File: src/rtl/otter_pkg.sv
// Shared types and constants for the OTTER multicycle control unit.
package otter_pkg;

    typedef enum logic [6:0] {
        OpLoad   = 7'b0000011,
        OpStore  = 7'b0100011,
        OpBranch = 7'b1100011,
        OpJal    = 7'b1101111,
        OpJalr   = 7'b1100111,
        OpLui    = 7'b0110111,
        OpAuipc  = 7'b0010111,
        OpImm    = 7'b0010011,
        OpReg    = 7'b0110011,
        OpSystem = 7'b1110011
    } opcode_t;

    typedef enum logic [2:0] {
        ImmI = 3'd0,
        ImmS = 3'd1,
        ImmB = 3'd2,
        ImmU = 3'd3,
        ImmJ = 3'd4
    } imm_sel_t;

    typedef enum logic [2:0] {
        PcPlus4  = 3'd0,
        PcJalr   = 3'd1,
        PcBranch = 3'd2,
        PcJal    = 3'd3,
        PcMtvec  = 3'd4,
        PcMepc   = 3'd5
    } pc_sel_t;

    typedef enum logic [1:0] {
        StFetch     = 2'd0,
        StExec      = 2'd1,
        StWriteback = 2'd2,
        StInterrupt = 2'd3
    } cu_state_t;

    localparam logic [11:0] MRET_FUNC12 = 12'h302;
    localparam logic [2:0]  Func3Csrrw  = 3'b001;
    localparam logic [2:0]  Func3Priv   = 3'b000;

endpackage

File: src/rtl/otter_br_cond_gen.sv
// Branch condition evaluation from func3 and the datapath comparator flags.
module otter_br_cond_gen (
    input  logic [2:0] func3_i,
    input  logic       br_eq_i,
    input  logic       br_lt_i,
    input  logic       br_ltu_i,
    output logic       taken_o,
    output logic       bad_func3_o
);

    // Decode func3 into a taken decision; 010/011 are not valid branch encodings.
    always_comb begin
        taken_o     = 1'b0;
        bad_func3_o = 1'b0;
        case (func3_i)
            3'b000:  taken_o = br_eq_i;
            3'b001:  taken_o = ~br_eq_i;
            3'b100:  taken_o = br_lt_i;
            3'b101:  taken_o = ~br_lt_i;
            3'b110:  taken_o = br_ltu_i;
            3'b111:  taken_o = ~br_ltu_i;
            default: bad_func3_o = 1'b1;
        endcase
    end

endmodule

File: src/rtl/otter_cu_fsm.sv
// OTTER multicycle control unit: FETCH/EXEC/WRITEBACK/INTERRUPT sequencing and decode.
module otter_cu_fsm
    import otter_pkg::*;
#(
    parameter bit ISR_EN     = 1'b1,
    parameter bit ILL_AS_NOP = 1'b1
) (
    input  logic        CLK,
    input  logic        RST_N,
    input  logic [31:0] ir,
    input  logic        br_eq,
    input  logic        br_lt,
    input  logic        br_ltu,
    input  logic        intr,
    input  logic        mie,
    output logic        pc_write,
    output logic        reg_write,
    output logic        mem_rden1,
    output logic        mem_rden2,
    output logic        mem_we2,
    output logic        csr_we,
    output logic        int_taken,
    output logic        mret_exec,
    output logic        illegal,
    output logic [2:0]  imm_sel,
    output logic [2:0]  pc_sel,
    output logic [1:0]  state_o
);

    cu_state_t state_q, state_d;
    cu_state_t retire_next;
    imm_sel_t  imm_sel_c;
    pc_sel_t   pc_sel_c;
    logic      br_taken, br_bad;
    logic      ill_c;
    logic      unused_ir;

    assign unused_ir = ^{ir[19:15], ir[11:7]};

    otter_br_cond_gen u_br_cond_gen (
        .func3_i     (ir[14:12]),
        .br_eq_i     (br_eq),
        .br_lt_i     (br_lt),
        .br_ltu_i    (br_ltu),
        .taken_o     (br_taken),
        .bad_func3_o (br_bad)
    );

    // Where a retiring instruction goes next: trap entry if enabled and pending.
    assign retire_next = (ISR_EN && intr && mie) ? StInterrupt : StFetch;

    // Decode strobes and next state from the registered state and the instruction.
    always_comb begin
        state_d   = state_q;
        pc_write  = 1'b0;
        reg_write = 1'b0;
        mem_rden1 = 1'b0;
        mem_rden2 = 1'b0;
        mem_we2   = 1'b0;
        csr_we    = 1'b0;
        int_taken = 1'b0;
        mret_exec = 1'b0;
        illegal   = 1'b0;
        ill_c     = 1'b0;
        imm_sel_c = ImmI;
        pc_sel_c  = PcPlus4;

        unique case (state_q)
            StFetch: begin
                mem_rden1 = 1'b1;
                state_d   = StExec;
            end
            StExec: begin
                state_d = retire_next;
                case (opcode_t'(ir[6:0]))
                    OpLoad: begin
                        imm_sel_c = ImmI;
                        mem_rden2 = 1'b1;
                        state_d   = StWriteback;
                    end
                    OpStore: begin
                        imm_sel_c = ImmS;
                        mem_we2   = 1'b1;
                        pc_write  = 1'b1;
                    end
                    OpBranch: begin
                        imm_sel_c = ImmB;
                        if (br_bad) begin
                            ill_c = 1'b1;
                        end else begin
                            pc_write = 1'b1;
                            pc_sel_c = br_taken ? PcBranch : PcPlus4;
                        end
                    end
                    OpJal: begin
                        imm_sel_c = ImmJ;
                        pc_sel_c  = PcJal;
                        reg_write = 1'b1;
                        pc_write  = 1'b1;
                    end
                    OpJalr: begin
                        imm_sel_c = ImmI;
                        pc_sel_c  = PcJalr;
                        reg_write = 1'b1;
                        pc_write  = 1'b1;
                    end
                    OpLui, OpAuipc: begin
                        imm_sel_c = ImmU;
                        reg_write = 1'b1;
                        pc_write  = 1'b1;
                    end
                    OpImm: begin
                        imm_sel_c = ImmI;
                        reg_write = 1'b1;
                        pc_write  = 1'b1;
                    end
                    OpReg: begin
                        reg_write = 1'b1;
                        pc_write  = 1'b1;
                    end
                    OpSystem: begin
                        if (ir[14:12] == Func3Csrrw) begin
                            csr_we    = 1'b1;
                            reg_write = 1'b1;
                            pc_write  = 1'b1;
                        end else if (ir[14:12] == Func3Priv && ir[31:20] == MRET_FUNC12) begin
                            mret_exec = 1'b1;
                            pc_sel_c  = PcMepc;
                            pc_write  = 1'b1;
                        end else begin
                            ill_c = 1'b1;
                        end
                    end
                    default: ill_c = 1'b1;
                endcase

                // Illegal encodings either retire as a NOP or park the FSM in EXEC.
                if (ill_c) begin
                    illegal = 1'b1;
                    if (ILL_AS_NOP) begin
                        pc_write = 1'b1;
                    end else begin
                        state_d = StExec;
                    end
                end
            end
            StWriteback: begin
                reg_write = 1'b1;
                pc_write  = 1'b1;
                pc_sel_c  = PcPlus4;
                state_d   = retire_next;
            end
            StInterrupt: begin
                int_taken = 1'b1;
                pc_sel_c  = PcMtvec;
                pc_write  = 1'b1;
                state_d   = StFetch;
            end
            default: state_d = StFetch;
        endcase

        imm_sel = imm_sel_c;
        pc_sel  = pc_sel_c;
        state_o = state_q;

        // Reset overrides everything so no partial write can escape mid-instruction.
        if (!RST_N) begin
            pc_write  = 1'b0;
            reg_write = 1'b0;
            mem_rden1 = 1'b0;
            mem_rden2 = 1'b0;
            mem_we2   = 1'b0;
            csr_we    = 1'b0;
            int_taken = 1'b0;
            mret_exec = 1'b0;
            illegal   = 1'b0;
            imm_sel   = 3'd0;
            pc_sel    = 3'd0;
            state_o   = 2'd0;
        end
    end

    // State register, cleared asynchronously to FETCH.
    always_ff @(posedge CLK or negedge RST_N) begin
        if (!RST_N) begin
            state_q <= StFetch;
        end else begin
            state_q <= state_d;
        end
    end

endmodule
File: config.mk
export PLATFORM = sky130hd
export DESIGN_NAME = otter_cu_fsm
export DESIGN_NICKNAME = d
export VERILOG_FILES = /design/src/rtl/otter_pkg.sv /design/src/rtl/otter_br_cond_gen.sv /design/src/rtl/otter_cu_fsm.sv
export SDC_FILE = /design/constraint.sdc
export NUM_CORES = 1
export LEC_CHECK = 0
export ABC_CLOCK_PERIOD_IN_PS = 1100
export BUFFER_PORTS_ARGS = -buffer_cell sky130_fd_sc_hd__buf_2
export CORE_UTILIZATION = 31
export CTS_CLUSTER_DIAMETER = 60
export DETAILED_ROUTE_END_ITERATION = 6
export PLACE_DENSITY = 0.74
export SETUP_SLACK_MARGIN = 0.05
export SLEW_MARGIN = 10
export SYNTH_ARGS = -nofsm -noshare
export SYNTH_HDL_FRONTEND = slang
export SYNTH_HIERARCHICAL = 1
export SYNTH_SLANG_ARGS = --single-unit
export TNS_END_PERCENT = 10
File: constraint.sdc
create_clock -name CLK -period 1.1 [get_ports CLK]
set_input_delay 0.055 -clock CLK [delete_from_list [all_inputs] [get_ports CLK]]
set_output_delay 0.055 -clock CLK [all_outputs]
set_load 0.1 [all_outputs]
After elaboration in Yosys (flattened, before gate mapping)
Cells that the tools add are included.

Flip-flop bits (word level): 2. Output and inout port bits: 17.

Reductions and logical operators: 10. Bitwise logic cells: 3. Equality and inequality tests: 19. Muxes and demuxes: 51.

Operators by type and width (number): 2-to-1 mux 1 bit (31); == test 7 bit, second input constant (4); one-hot mux 3 bit (4 select lines) (2); == test 7 x 6 -> 1 bit, second input constant (3); 2-to-1 mux 3 bit (5); == test 7 x 5 -> 1 bit, second input constant (2); == test 12 x 10 -> 1 bit, second input constant (1); == test 3 bit, second input constant (4); OR reduction 6 bit (2); 2-to-1 mux 2 bit (5); one-hot mux 2 bit (4 select lines) (1); OR reduction 8 bit (1); == test 7 x 2 -> 1 bit, second input constant (1); OR reduction 7 bit (1); one-hot mux 1 bit (2 select lines) (3); one-hot mux 1 bit (3 select lines) (2); one-hot mux 1 bit (6 select lines) (1); one-hot mux 3 bit (2 select lines) (1); == test 2 bit, second input constant (2); OR reduction 2 bit (2); == test 3 x 1 -> 1 bit, second input constant (1); zero test 3 bit (1); inverter 1 bit (3); == test 2 x 1 -> 1 bit, second input constant (1); 2 further kinds (3).

Longest topological paths before layout
Depth in word-level cells: 9. Mapped depth: 5.

Cells and area by module
Netlist, hierarchy kept.

Modules (own cells, without submodules): otter_cu_fsm (cells an instance 72, instances 1, area an instance 513.0 sq um, seq. area each 50.0 sq um); otter_br_cond_gen (cells an instance 6, instances 1, area an instance 46.3 sq um, seq. area each 0.0 sq um).

Worst setup path before layout
Ideal clock, no wire load.

Kind: register -> output. Start point: register state_q[1]. End point: output port mem_we2. Buffers on the path: 0. Path slack: -2.628 ns. Arrival time: 3.673 ns. Stages on the path, launching flop included: 5. Path through: dfrtp_1 inv_1 ha_1 nand2_1 nor4_1.

Word-level cells in the longest chain between the ends: 3.

Ends and longest elaborated chain: from (decl) (line otter_cu_fsm.sv:30) `cu_state_t state_q, state_d;`; from (signal assigned) (line otter_cu_fsm.sv:186) `state_q <= StFetch;`; from (signal assigned) (line otter_cu_fsm.sv:188) `state_q <= state_d;`; == test 2 x 1 -> 1 bit (line otter_cu_fsm.sv:68) `unique case (state_q)`; 2-to-1 mux 1 bit (line otter_cu_fsm.sv:68); 2-to-1 mux 1 bit (line otter_cu_fsm.sv:167) `if (!RST_N) begin`; to (decl) (line otter_cu_fsm.sv:20) `output logic mem_we2,`.

Every way passes these cells.

Worst setup path after layout
Start point: register state_q[1]. End point: output port pc_write.

Word-level cells in the longest chain between the ends: 4.

Ends and longest elaborated chain: == test 2 bit (line otter_cu_fsm.sv:68); OR reduction 2 bit (no line); one-hot mux 1 bit (2 select lines) * (line otter_cu_fsm.sv:68); 2-to-1 mux 1 bit * (line otter_cu_fsm.sv:167); to (decl) (line otter_cu_fsm.sv:16) `output logic pc_write,`.

Mark *: on every way between the ends. The rest lies on a longest branch, timed or not.

==> results.cfg <==
[status]
status = finished, violations left
violations = setup timing

[synthesis]
async_flop_share_pct = 100
ys_seq_elements = 2
ys_seq_area_share_pct = 8.95
synth_area_um2 = 559
synth_enable_flop_cells = 0
syn_avg_cell_area_um2 = 7.17
synthFlopType = dfrtp_1
netlist_instances = 78
synth_nets = 122
ys_warn_count = 6
synth_cell_types = 37

[placement]
place_congestion = 0.825
numPlacedInstances = 174
dp_hpwl_um = 2330
place_ws_ns = -0.467
dpl-instance-area_um2 = 1390
portBuffers = 45

[finish]
reg_top3 = state_q (2)
utilization_pct = 96.5
final_cells = 179
fin_area_um2 = 1540
antennaDiodeCount = 0
layout-drive-gt1-share_pct = 72.9
area_delta_synth_final_pct = 175
top_register = state_q
finalNetCount = 201
largest_register_ffs = 2

[worst_setup_path]
worst_setup_path_start_kind = flip-flop
reg2reg_to = state_q[1]$_DFF_PN0_
r2r_cells = 5
cp.arrival_ns = 1.66
cp.required_ns = 1.04
cp_num_buf_inv = 3
slowest_stage = dfrtp_1
crit_path_max_fanout = 2
crit_type = flip-flop to output pin
max_stage_delay_ns = 0.39
cpLargestDelayFamily = buffers and inverters
cp-end-kind = output pin
r2r_slack_ns = -0.17
path_cells = inv_2, buf_4, ha_1, nand2b_1, a21oi_2, buf_12
r2r_start = state_q[1]$_DFF_PN0_

[drt]
drc = 0
wl_per_cell_um = 24.6
vias_per_cell = 6.25
initialDrtViolationCount = 63
dr.pass1.iters = 4
ant_nets = 0
vias = 1118
drt_wl_total_um = 4400

[worst_hold_path]
holdPathEnd = state_q[0]$_DFF_PN0_
whs_path_depth = 3
worstHoldPathType = input pin to flip-flop
hp-start = mie

[clock_network]
clock_path_buffers = 2
insertion_delay_ns = 0.23
numCtsBuffers = 3
htree_levels = 1
clock-sinks = 2
clk_pin_slew_ns = 0.04
cts_tree = yes
root_buffer = clkbuf_4

[timing]
period_share_pct = 156
timing.final.ws_setup_ns = -0.614
worstMarginPinSlew_ns = 0.644
finalHoldViolCount = 0
rsz0062_at_grt = true
max_slew_margin_pct = 56.5
max_freq_mhz = 583
fin_tns_setup_ns = -8.09
final_max_slew_viol_count = 0
fin_hold_ws_ns = 0.144
setup_viol = 19
fin_skew_ns = 0.00887
min_period_ns = 1.71

[die]
rows = 14
die_area_um2 = 1980
ios = 56
start_util_pct = 35.1
die_w_um = 44.5
core_area_um2 = 1590
chipHeight_um = 44.5

[grt]
grt_pass1_vias = 1084
grt_start_max_net_pins = 7
grt_overflow = 0
antenna_found_initial = 0
grt_first_pass_wirelength_um = 5590
grt_usage_pct = 40.3

[power_and_ir_drop]
power_density_nw_per_um2 = 1300
peakVddDrop_v = 0.00162
finalPower_mw = 1.99
power.leakage_nw = 0.651

[job]
drv_cap = 0
-- final cells by class --
class                   count  area [µm²]
repair buffers             76         739
flip-flops and latches      2        51.3
multi-input cells          68         673
clock buffers               3        22.5
well taps                  24        30.0
fillers                    33        55.1
inverters                   6        22.5
-- cells in the final DEF (no fill, tap or decap), types with 3 or more instances in the layout --
master / n
nor2_4: 7
ha_4: 3
buf_2: 28
buf_12: 18
buf_4: 26
clkbuf_4: 3
inv_1: 5
a21oi_2: 3
buf_6: 3
and2_4: 3
nand2_1: 5
nand3_1: 3
-- power breakdown --
group	leakage, nW	switching (mW)	total (mW)	internal, mW
registers	0.0243	0.0393	0.143	0.103
clock network	0.0138	0.0557	0.177	0.122
logic	0.612	1.00	1.67	0.671
total	0.651	1.10	1.99	0.896
-- tightest hold or removal path, cell delays in order --
cell and delay [ns]:
buf_2 0.12, nand2_1 0.08, o21bai_1 0.07
-- layer usage --
| layer | routed length [µm] | GRT usage (%) |
|---|---|---|
| met4 | 463 | 20.0 |
| met1 | 1440 | 42.4 |
| met3 | 408 | 6.94 |
| met5 | 0 | 0 |
| met2 | 2090 | 75.6 |
-- synth_stat cells, types with 4 or more instances --
library cell,count,area (µm²)
a21oi_1,4,20.0
and2_1,4,25.0
ha_1,5,62.6
inv_1,6,22.5
nand2_1,6,22.5
nand3_1,4,20.0
nor2_1,8,30.0
-- cell families (layout without fill, tap and decap cells) --
family / count (synthesis) / count (layout) / synth area share (%)
XOR/XNOR: 2 / 2 / 3.13
flip-flops: 2 / 2 / 8.95
AO/OA/AOI/OAI: 17 / 17 / 21.9
multiplexers: 1 / 1 / 1.79
buffers and inverters: 8 / 85 / 6.93
AND/OR/NAND/NOR: 43 / 43 / 46.1
adder cells (fa/ha/maj): 5 / 5 / 11.2
-- worst max path at each step --
stage	start	end	slack (ns)	cells after the start
5_1_grt	state_q[1]$_DFF_PN0_	pc_write	-0.63	6
4_1_cts	state_q[1]$_DFF_PN0_	illegal	-0.50	7
2_1_floorplan	state_q[1]$_DFF_PN0_	mem_we2	-0.74	4
6_report	state_q[1]$_DFF_PN0_	pc_write	-0.61	6
3_3_place_gp	ir[13]	pc_sel[1]	-0.42	7
3_5_place_dp	ir[13]	pc_sel[1]	-0.47	7
-- timing repair --
item                                    4_1_cts  5_1_grt
gates cloned                                  0        0
setup buffers                                 1        0
endpoints found under the setup margin       19       19
endpoints found under the hold margin         2        0
hold buffers                                  1        0
pin swaps                                     5        0
resized for setup                            22        2
No activity file was read; power rests on OpenSTA's default activity.
